[config.mk]
export PLATFORM = sky130hd
export DESIGN_NAME = branchpredictor_assoc
export DESIGN_NICKNAME = d
export VERILOG_FILES = /design/src/rtl/branchpredictor_assoc.sv
export SDC_FILE = /design/constraint.sdc
export NUM_CORES = 1
export LEC_CHECK = 0
export BUFFER_PORTS_ARGS = -buffer_cell sky130_fd_sc_hd__buf_4
export CAP_MARGIN = 20
export CORE_UTILIZATION = 55
export DETAILED_ROUTE_END_ITERATION = 10
export PLACE_DENSITY_LB_ADDON = 0.08
export SLEW_MARGIN = 40
export SYNTH_ARGS = -nofsm -noshare
export SYNTH_HDL_FRONTEND = slang
export SYNTH_SLANG_ARGS = --single-unit
[constraint.sdc]
create_clock -name clk -period 4.6 [get_ports clk]
set_input_delay 0.92 -clock clk [delete_from_list [all_inputs] [get_ports clk]]
set_output_delay 0.92 -clock clk [all_outputs]
set_load 0.02 [all_outputs]
[src/rtl/branchpredictor_assoc.sv]
// Set-associative branch predictor / BTB: combinational lookup on current_pc,
// execute-stage feedback updates counters, targets and round-robin victims.
module branchpredictor_assoc #(
  parameter int INDEX_BITS       = 2,
  parameter int WAYS             = 2,
  parameter int CTR_BITS         = 2,
  parameter bit ALLOC_TAKEN_ONLY = 1'b0
) (
  input  logic        clk,
  input  logic        reset,
  input  logic        flush,
  input  logic [31:0] current_pc,
  input  logic        feedback_enable,
  input  logic        feedback_branch_taken,
  input  logic [31:0] feedback_branch_addr,
  input  logic [31:0] feedback_current_pc,
  output logic [31:0] branch_addr,
  output logic        branch_taken,
  output logic        opinion
);

  localparam int SETS  = 1 << INDEX_BITS;
  localparam int TAG_W = 30 - INDEX_BITS;
  localparam int WAY_W = (WAYS > 1) ? $clog2(WAYS) : 1;

  localparam logic [CTR_BITS-1:0] CTR_MAX    = '1;
  localparam logic [CTR_BITS-1:0] CTR_WEAK_T = {1'b1, {(CTR_BITS-1){1'b0}}};
  localparam logic [CTR_BITS-1:0] CTR_WEAK_N = {1'b0, {(CTR_BITS-1){1'b1}}};

  logic                valid_reg  [SETS][WAYS];
  logic [TAG_W-1:0]    tag_reg    [SETS][WAYS];
  logic [29:0]         target_reg [SETS][WAYS];
  logic [CTR_BITS-1:0] ctr_reg    [SETS][WAYS];
  logic [WAY_W-1:0]    victim_reg [SETS];

  logic unused_low_bits;
  assign unused_low_bits = ^{current_pc[1:0], feedback_current_pc[1:0], feedback_branch_addr[1:0]};

  // ---------------- lookup ----------------
  logic [INDEX_BITS-1:0] lu_index;
  logic [TAG_W-1:0]      lu_tag;
  logic [WAYS-1:0]       lu_match;

  assign lu_index = current_pc[INDEX_BITS+1:2];
  assign lu_tag   = current_pc[31:INDEX_BITS+2];

  // ---------------- feedback ----------------
  logic [INDEX_BITS-1:0] fb_index;
  logic [TAG_W-1:0]      fb_tag;
  logic [WAYS-1:0]       fb_match;

  assign fb_index = feedback_current_pc[INDEX_BITS+1:2];
  assign fb_tag   = feedback_current_pc[31:INDEX_BITS+2];

  genvar gi;
  generate
    for (gi = 0; gi < WAYS; gi++) begin : g_match
      assign lu_match[gi] = valid_reg[lu_index][gi] && (tag_reg[lu_index][gi] == lu_tag);
      assign fb_match[gi] = valid_reg[fb_index][gi] && (tag_reg[fb_index][gi] == fb_tag);
    end
  endgenerate

  always_comb begin
    opinion      = 1'b0;
    branch_taken = 1'b0;
    branch_addr  = 32'd0;
    for (int w = 0; w < WAYS; w++) begin
      if (lu_match[w]) begin
        opinion      = 1'b1;
        branch_taken = ctr_reg[lu_index][w][CTR_BITS-1];
        branch_addr  = {target_reg[lu_index][w], 2'b00};
      end
    end
  end

  logic                fb_hit;
  logic [WAY_W-1:0]    fb_hit_way;
  logic                fb_has_free;
  logic [WAY_W-1:0]    fb_free_way;
  logic [WAY_W-1:0]    alloc_way;
  logic [WAY_W-1:0]    write_way;
  logic [CTR_BITS-1:0] hit_ctr;
  logic [CTR_BITS-1:0] ctr_next;
  logic                do_update;
  logic                do_alloc;

  // Descending scan so the lowest-numbered invalid way wins.
  always_comb begin
    fb_hit      = 1'b0;
    fb_hit_way  = '0;
    fb_has_free = 1'b0;
    fb_free_way = '0;
    for (int w = WAYS - 1; w >= 0; w--) begin
      if (fb_match[w]) begin
        fb_hit     = 1'b1;
        fb_hit_way = WAY_W'(w);
      end
      if (!valid_reg[fb_index][w]) begin
        fb_has_free = 1'b1;
        fb_free_way = WAY_W'(w);
      end
    end
  end

  assign alloc_way = fb_has_free ? fb_free_way : victim_reg[fb_index];
  assign write_way = fb_hit ? fb_hit_way : alloc_way;
  assign hit_ctr   = ctr_reg[fb_index][fb_hit_way];
  assign do_update = feedback_enable && !flush;
  assign do_alloc  = do_update && !fb_hit && (!ALLOC_TAKEN_ONLY || feedback_branch_taken);

  always_comb begin
    ctr_next = hit_ctr;
    if (feedback_branch_taken) begin
      if (hit_ctr != CTR_MAX) ctr_next = hit_ctr + CTR_BITS'(1);
    end else begin
      if (hit_ctr != '0) ctr_next = hit_ctr - CTR_BITS'(1);
    end
  end

  always_ff @(posedge clk or posedge reset) begin
    if (reset) begin
      for (int s = 0; s < SETS; s++) begin
        victim_reg[s] <= '0;
        for (int w = 0; w < WAYS; w++) begin
          valid_reg[s][w] <= 1'b0;
          ctr_reg[s][w]   <= '0;
        end
      end
    end else if (flush) begin
      for (int s = 0; s < SETS; s++) begin
        victim_reg[s] <= '0;
        for (int w = 0; w < WAYS; w++) valid_reg[s][w] <= 1'b0;
      end
    end else if (do_update) begin
      if (fb_hit) begin
        ctr_reg[fb_index][fb_hit_way] <= ctr_next;
      end else if (do_alloc) begin
        valid_reg[fb_index][alloc_way] <= 1'b1;
        ctr_reg[fb_index][alloc_way]   <= feedback_branch_taken ? CTR_WEAK_T : CTR_WEAK_N;
        if (!fb_has_free && WAYS > 1) victim_reg[fb_index] <= victim_reg[fb_index] + WAY_W'(1);
      end
    end
  end

  // Tag and target carry no reset: they are meaningless while valid is clear.
  always_ff @(posedge clk) begin
    if (do_update && (fb_hit || do_alloc)) begin
      target_reg[fb_index][write_way] <= feedback_branch_addr[31:2];
      if (do_alloc) tag_reg[fb_index][write_way] <= fb_tag;
    end
  end

endmodule

======== Word level (Yosys, flattened, before mapping) ========
Memories as Yosys holds them, arrays and structs flattened.
Cells that the tools add are included.
storage, ports and cells
  flip-flop bits (word level) ............. 28
  latch bits .............................. 0
  RAM bits ................................ 464
  memory bits (read-only) ................. 0
  input port bits ......................... 101
  output and inout port bits .............. 34
  logic and storage cells ................. 142
  memories kept ........................... 2
memories
  memory      depth  bits a word  read ports  clocked after Yosys merged registers in  write ports  RTL line  text
  target_reg  4      60           1           0                                        1            32        logic [29:0] target_reg [SETS][WAYS];
  tag_reg     4      56           2           0                                        1            31        logic [TAG_W-1:0] tag_reg [SETS][WAYS];
operators by class
  $add $sub $neg .......................... 3
  multipliers ............................. 0
  divide/modulo/power cells ............... 0
  order comparisons ....................... 9
  equality and inequality tests ........... 7
  shifts and indexed selects .............. 0
  multiplexer cells ....................... 73
  bitwise gates (word level) .............. 7
  reductions and logical operators ........ 21
operator list
  operator                                                               count
  28-bit == test                                                         4
  32-bit two-way mux                                                     2
  60-bit two-way mux                                                     1
  56-bit two-way mux                                                     1
  4-bit two-way mux                                                      11
  16-bit bitwise mux                                                     2
  16-bit two-way mux                                                     2
  8-bit two-way mux                                                      4
  30-bit demux with 1-bit select                                         1
  30-bit two-way mux                                                     1
  28-bit demux with 1-bit select                                         1
  2-bit two-way mux                                                      14
  28-bit two-way mux                                                     1
  1-bit two-way mux                                                      19
  4-bit binary-select mux with 2-bit select                              2
  4-bit demux with 2-bit select                                          2
  1-bit logical AND                                                      11
  2-bit binary-select mux with 2-bit select                              2
  8-bit bitwise OR                                                       1
  2-bit nonzero test                                                     4
  2-bit greater-or-equal comparator (second input constant)              3
  3-bit greater-or-equal comparator (second input constant)              2
  2-bit by 1-bit < comparator with 1-bit output (second input constant)  3
  2-bit != test (second input constant)                                  3
  other kinds (17)                                                       23

======== Depth between registers and ports, before layout ========
  word-level depth ........................ 19
  depth in mapped cells ................... 14
  depth with buffers taken out ............ 8

======== Least setup slack after synthesis ========
OpenSTA, ideal clock, no wires.
  path kind ............................... input to register
  from .................................... in feedback_current_pc[2]
  to ...................................... reg ctr_reg[12] (netlist name)
  library setup time ...................... 0.125 ns
  data arrival time ....................... 5.460 ns
  required time ........................... 4.475 ns
  slack ................................... -0.985 ns
  stages on the path ...................... 9
  buffers on the path ..................... 1
  path through ............................ buf_6 > mux4_2 > xnor2_1 > nand2_1 > or4_1 > nor4_2 > nor2_1 > nor3_1 > mux2_2
between the ends
  word-level cells in the longest chain between the ends .. 17
  elaborated cells on any way between the ends .. 59
  those cells by class .................... add/sub: 2; order compare: 6; eq/ne: 3; mux: 34; bitwise: 3; reduce/logical: 10; memory: 1
RTL lines
  item                                                                             RTL line  text
  from (decl)                                                                      16        input logic [31:0] feedback_current_pc,
  parallel branches: the longest is 17 deep, another holds memory read 4 x 56 bit  n/a
  to (signal, indexed assignment)                                                  136       ctr_reg[fb_index][fb_hit_way] <= ctr_next;
  to (signal, indexed assignment)                                                  139       ctr_reg[fb_index][alloc_way] <= feedback_branch_taken ? CTR_WEAK_T : CTR_WEAK_N;
  to (decl)                                                                        33        logic [CTR_BITS-1:0] ctr_reg [SETS][WAYS];
Several ways; the timed one is not identified. The select of a mux whose other input is x is not followed.
A chain may end at the register's enable or synchronous reset.

======== Final worst setup path ========
  from .................................... in current_pc[3]
  to ...................................... out branch_addr[5]
between the ends
  word-level cells in the longest chain between the ends .. 7
  elaborated cells on any way between the ends .. 12
  those cells by class .................... eq/ne: 2; mux: 5; bitwise: 1; reduce/logical: 2; memory: 2
RTL lines
  item                                                                            RTL line  text
  from (decl)                                                                     12        input logic [31:0] current_pc,
  parallel branches: the longest is 6 deep, another holds memory read 4 x 56 bit  n/a
  32-bit two-way mux (*)                                                          68        if (lu_match[w]) begin
  to (decl)                                                                       17        output logic [31:0] branch_addr,
Every way passes the cells marked *. The select of a mux whose other input is x is not followed.

==> metrics list <==
- The setup check on the worst reg-to-reg path leaves a slack of 1.11 ns.
- Summing all placed instances gives a cell area of 0.0245 mm2.
- Fin Clk Skew: 0.0209 ns
- TritonCTS built the clock tree.
- Detailed-route wire length: 51,400 um
- Pwr Density: 382 mW/mm2
- Tightest Hold Check Type: in -> async
- Part of the Yosys area used for sequential elements: 67.2%
* Count of non-filler cells in the finished layout: 1,954
- Including well taps, the total number of placed cells is 1,862.
- Number of endpoints with negative hold slack in the final report: 0
* Largest cells by area after synthesis: sky130_fd_sc_hd__edfxtp_1 64%, sky130_fd_sc_hd__mux4_2 17%, sky130_fd_sc_hd__dfrtp_1 3.2%, sky130_fd_sc_hd__xor2_1 2.3%, sky130_fd_sc_hd__xnor2_1 1.8%
- Clock-pin slew was measured on the worst setup and hold paths at 0.06 ns.
- In the final routed layout, each cell accounts on average for 26.3 um.
* Initial antenna violation count: 1
- Mean instance size in the synthesized netlist: 18.6 um2
* Share of the clock period used by the worst path: 96.1%
- The endpoint identified for the worst register-to-register timing path is ctr_reg[5].
* Largest net degree at the start of global routing: 33
* Post-CTS Hold Fix Bufs: 0
* Clock latency at the later pin of the worst-skew pair: 0.60 ns
- The worst register-to-register path begins at tag_reg[2][0].
- Counting along the longest clock path gives a buffer depth of 3.
- For this run, the total global-route usage over all layers was measured as 26.4%.
- Traced cell by cell, the critical path runs through buf_4, buf_4, mux4_2, xor2_1, nor4_1, nand3_1, nor3_1, nand4_1, buf_12, nand3b_1, nand2_1, buf_4.
* Post-Syn Area: 0.0218 mm2
* Maximum clock frequency: 0.226 GHz
* Depth of the most critical reg-to-reg path: 13
- Main flop type after synthesis: sky130_fd_sc_hd__edfxtp_1
* Number of enable flip-flop cells after synthesis: 464
- Horizontal die dimension: 201 um
- Maximum capacitance violations: 0
- Std cell rows: 72
* Placement Setup Slack: 0.0191 ns
- The number of antenna diodes in the final layout is 0.
- The congestion estimate from routability-driven global placement came to 0.833.
* I/O Buffers: 126
- Data arrival, critical path: 3.50 ns
- Proportion of netlist area held by the largest area contributor: 64.0%
- Maximum vdd ir drop: 0.289 mV
* Post-route standard cell area excluding fillers: 0.0263 mm2
* Asr flop ratio synth: 5.69%
* Total setup buffers inserted after CTS: 0
- STA puts the critical path data required time at 3.68 ns.
- Global-route wire length before repair: 78,400 um
* Core box area: 0.0388 mm2
- Summed over all instances, the cell type with the most area after synthesis is sky130_fd_sc_hd__edfxtp_1.
* Root buffer cell: sky130_fd_sc_hd__clkbuf_16
- Initial drt markers: 1,035
- Setup repair after global routing left no endpoint under its margin.
- Worst path buffer plus inverter count: 4
- TritonCTS created 50 clock buffers.
- I/O pin count: 135
- Biggest fanout along the worst timing path: 32
- Detailed-placement wirelength estimate: 33,600 um
- Remaining global-route overflow: 0
- By instance count, the cell type seen most on the critical path is sky130_fd_sc_hd__buf_4.
- After the last flow step, the layout net total stands at 1,497.
* Max FFs per register: 240
* Number of iterations in the first detailed-routing pass: 5
- Cells fill 67.7% of the core in the end.
- The detail route stage leaves a number of antenna-violating nets equal to 0.
- The run finished with clean final reports.
- The Yosys step of the flow raised 0 warnings.
- In this design, the stage delay of the slowest critical-path cell is 0.33 ns.
- The synthesized netlist contains 52 unique library cells.
- DRC violations left: 0
- Among all cell types in the netlist, the one instantiated most often is sky130_fd_sc_hd__edfxtp_1.
- The via count of the first global-routing pass is 12,557.
- Sink count of the clock tree: 492
* Final period demand of the worst path: 4.42 ns
- Final setup vio count: 0
- Counting flops and latches in the post-synthesis netlist gives 492.
* Slowest cell on crit path: sky130_fd_sc_hd__mux4_2
* Routed vias: 12,089
- Area Growth Syn to Fin: 20.7%
- The commonest cells after synthesis are 464 x sky130_fd_sc_hd__edfxtp_1, 166 x sky130_fd_sc_hd__mux4_2, 58 x sky130_fd_sc_hd__xor2_1.
- Once the floorplan was initialized, standard cells occupied 56.0% of the core.
* Count of pins over their slew limit: 0
* Fraction of layout instances using a drive strength above 1: 36.0%
- Leak pwr: 9.11 nW
- Slew at the pin closest to its max-slew limit: 0.598 ns
- Worst Setup Slack, final: 0.180 ns
- The H-tree generated during clock tree synthesis spans 2 levels.
- Critical path launch point type: input port
* Endpoint class of the critical path: primary output
- Worst slew slack as a fraction of its limit: 59.8%
- Measured along the y axis, the die boundary spans 201 um.
* Routed vias/inst: 6.19
* Kind of critical path: in -> out
- The cell count after synthesis came out at 1,167.
* Area of the die: 0.0404 mm2
* Kind of cell adding the most delay to the critical path: simple AND/OR/NAND/NOR gates
power breakdown:
group	internal, mW	leakage (nW)	switching, mW
combinational	0.365	3.72	0.406
clock	2.59	0.834	1.68
sequential	4.98	4.55	0.0280
total	7.93	9.11	2.11
how the worst max path moves through the flow:
stage | startpoint | endpoint | slack (ns) | cells after the start
detailed placement | current_pc[2] | branch_addr[26] | 0.02 | 12
floorplan | feedback_current_pc[2] | ctr_reg[12] | -0.99 | 9
finish | current_pc[3] | branch_addr[5] | 0.18 | 12
global route | current_pc[2] | branch_addr[5] | 0.03 | 12
CTS | current_pc[2] | branch_addr[5] | 0.008 | 12
global placement | current_pc[2] | branch_addr[9] | 0.04 | 12
final cells by class:
cell class,count,area [um2]
clock buffers,65,1320
clock inverters,27,408
fillers,2587,12600
inverters,17,63.8
multi-input cells,593,6830
flip-flops and latches,492,14600
well taps,518,648
repair buffers,242,2370
cell usage in the layout, fill, tap and decap left out, types with 12 or more instances in the layout:
| cell | n |
|---|---|
| sky130_fd_sc_hd__a21oi_1 | 13 |
| sky130_fd_sc_hd__buf_12 | 42 |
| sky130_fd_sc_hd__buf_4 | 198 |
| sky130_fd_sc_hd__clkbuf_1 | 14 |
| sky130_fd_sc_hd__clkbuf_16 | 50 |
| sky130_fd_sc_hd__dfrtp_1 | 28 |
| sky130_fd_sc_hd__edfxtp_1 | 464 |
| sky130_fd_sc_hd__inv_1 | 16 |
| sky130_fd_sc_hd__mux2_2 | 13 |
| sky130_fd_sc_hd__mux2i_1 | 35 |
| sky130_fd_sc_hd__mux4_2 | 166 |
| sky130_fd_sc_hd__nand2_1 | 49 |
| sky130_fd_sc_hd__nand3_1 | 40 |
| sky130_fd_sc_hd__nand3b_1 | 36 |
| sky130_fd_sc_hd__nor2_1 | 27 |
| sky130_fd_sc_hd__nor4_1 | 12 |
| sky130_fd_sc_hd__xnor2_1 | 44 |
| sky130_fd_sc_hd__xor2_1 | 58 |
metrics by stage:
step                power [mW]  hold slack, ns  setup TNS, ns
finish                    10.0           0.397              0
global placement          5.85           0.488              0
CTS                       10.1           0.397              0
detailed placement        5.87           0.492              0
global route              10.3           0.441              0
floorplan                 5.52           0.473        -109.90
cells by family after synthesis:
family / after synthesis / share of synthesized area (%)
flip-flops: 492 / 67.2
multiplexers: 214 / 19.5
AND/OR/NAND/NOR: 212 / 5.10
XOR/XNOR: 103 / 4.15
buffers and inverters: 83 / 1.82
AO/OA/AOI/OAI: 58 / 2.02
adder cells (fa/ha/maj): 4 / 0.184
other: 1 / 0.0172
repair_timing:
action	in CTS	in global routing
endpoints found under the setup margin	0	31
endpoints found under the hold margin	0	0
resized for setup	0	3
routing by layer:
layer	GRT usage, %	vias to the layer above	routed length (um)
li1	-	5220	-
met1	39.1	6344	21900
met2	41.3	449	24800
met3	3.69	74	3710
met4	7.66	2	1050
met5	0	-	13
worst register-to-register path, stage by stage (launching register included):
cell and delay, ns:
sky130_fd_sc_hd__edfxtp_1 0.40, sky130_fd_sc_hd__mux4_2 0.48, sky130_fd_sc_hd__xor2_1 0.17, sky130_fd_sc_hd__nor4_1 0.39
sky130_fd_sc_hd__buf_4 0.19, sky130_fd_sc_hd__nand3_1 0.07, sky130_fd_sc_hd__buf_4 0.18, sky130_fd_sc_hd__nor4_2 0.34
sky130_fd_sc_hd__buf_4 0.19, sky130_fd_sc_hd__nor2_1 0.04, sky130_fd_sc_hd__buf_4 0.17, sky130_fd_sc_hd__nor3_2 0.20
sky130_fd_sc_hd__buf_4 0.20, sky130_fd_sc_hd__mux2_2 0.34
Note: power is estimated with default switching activity, not from simulation.
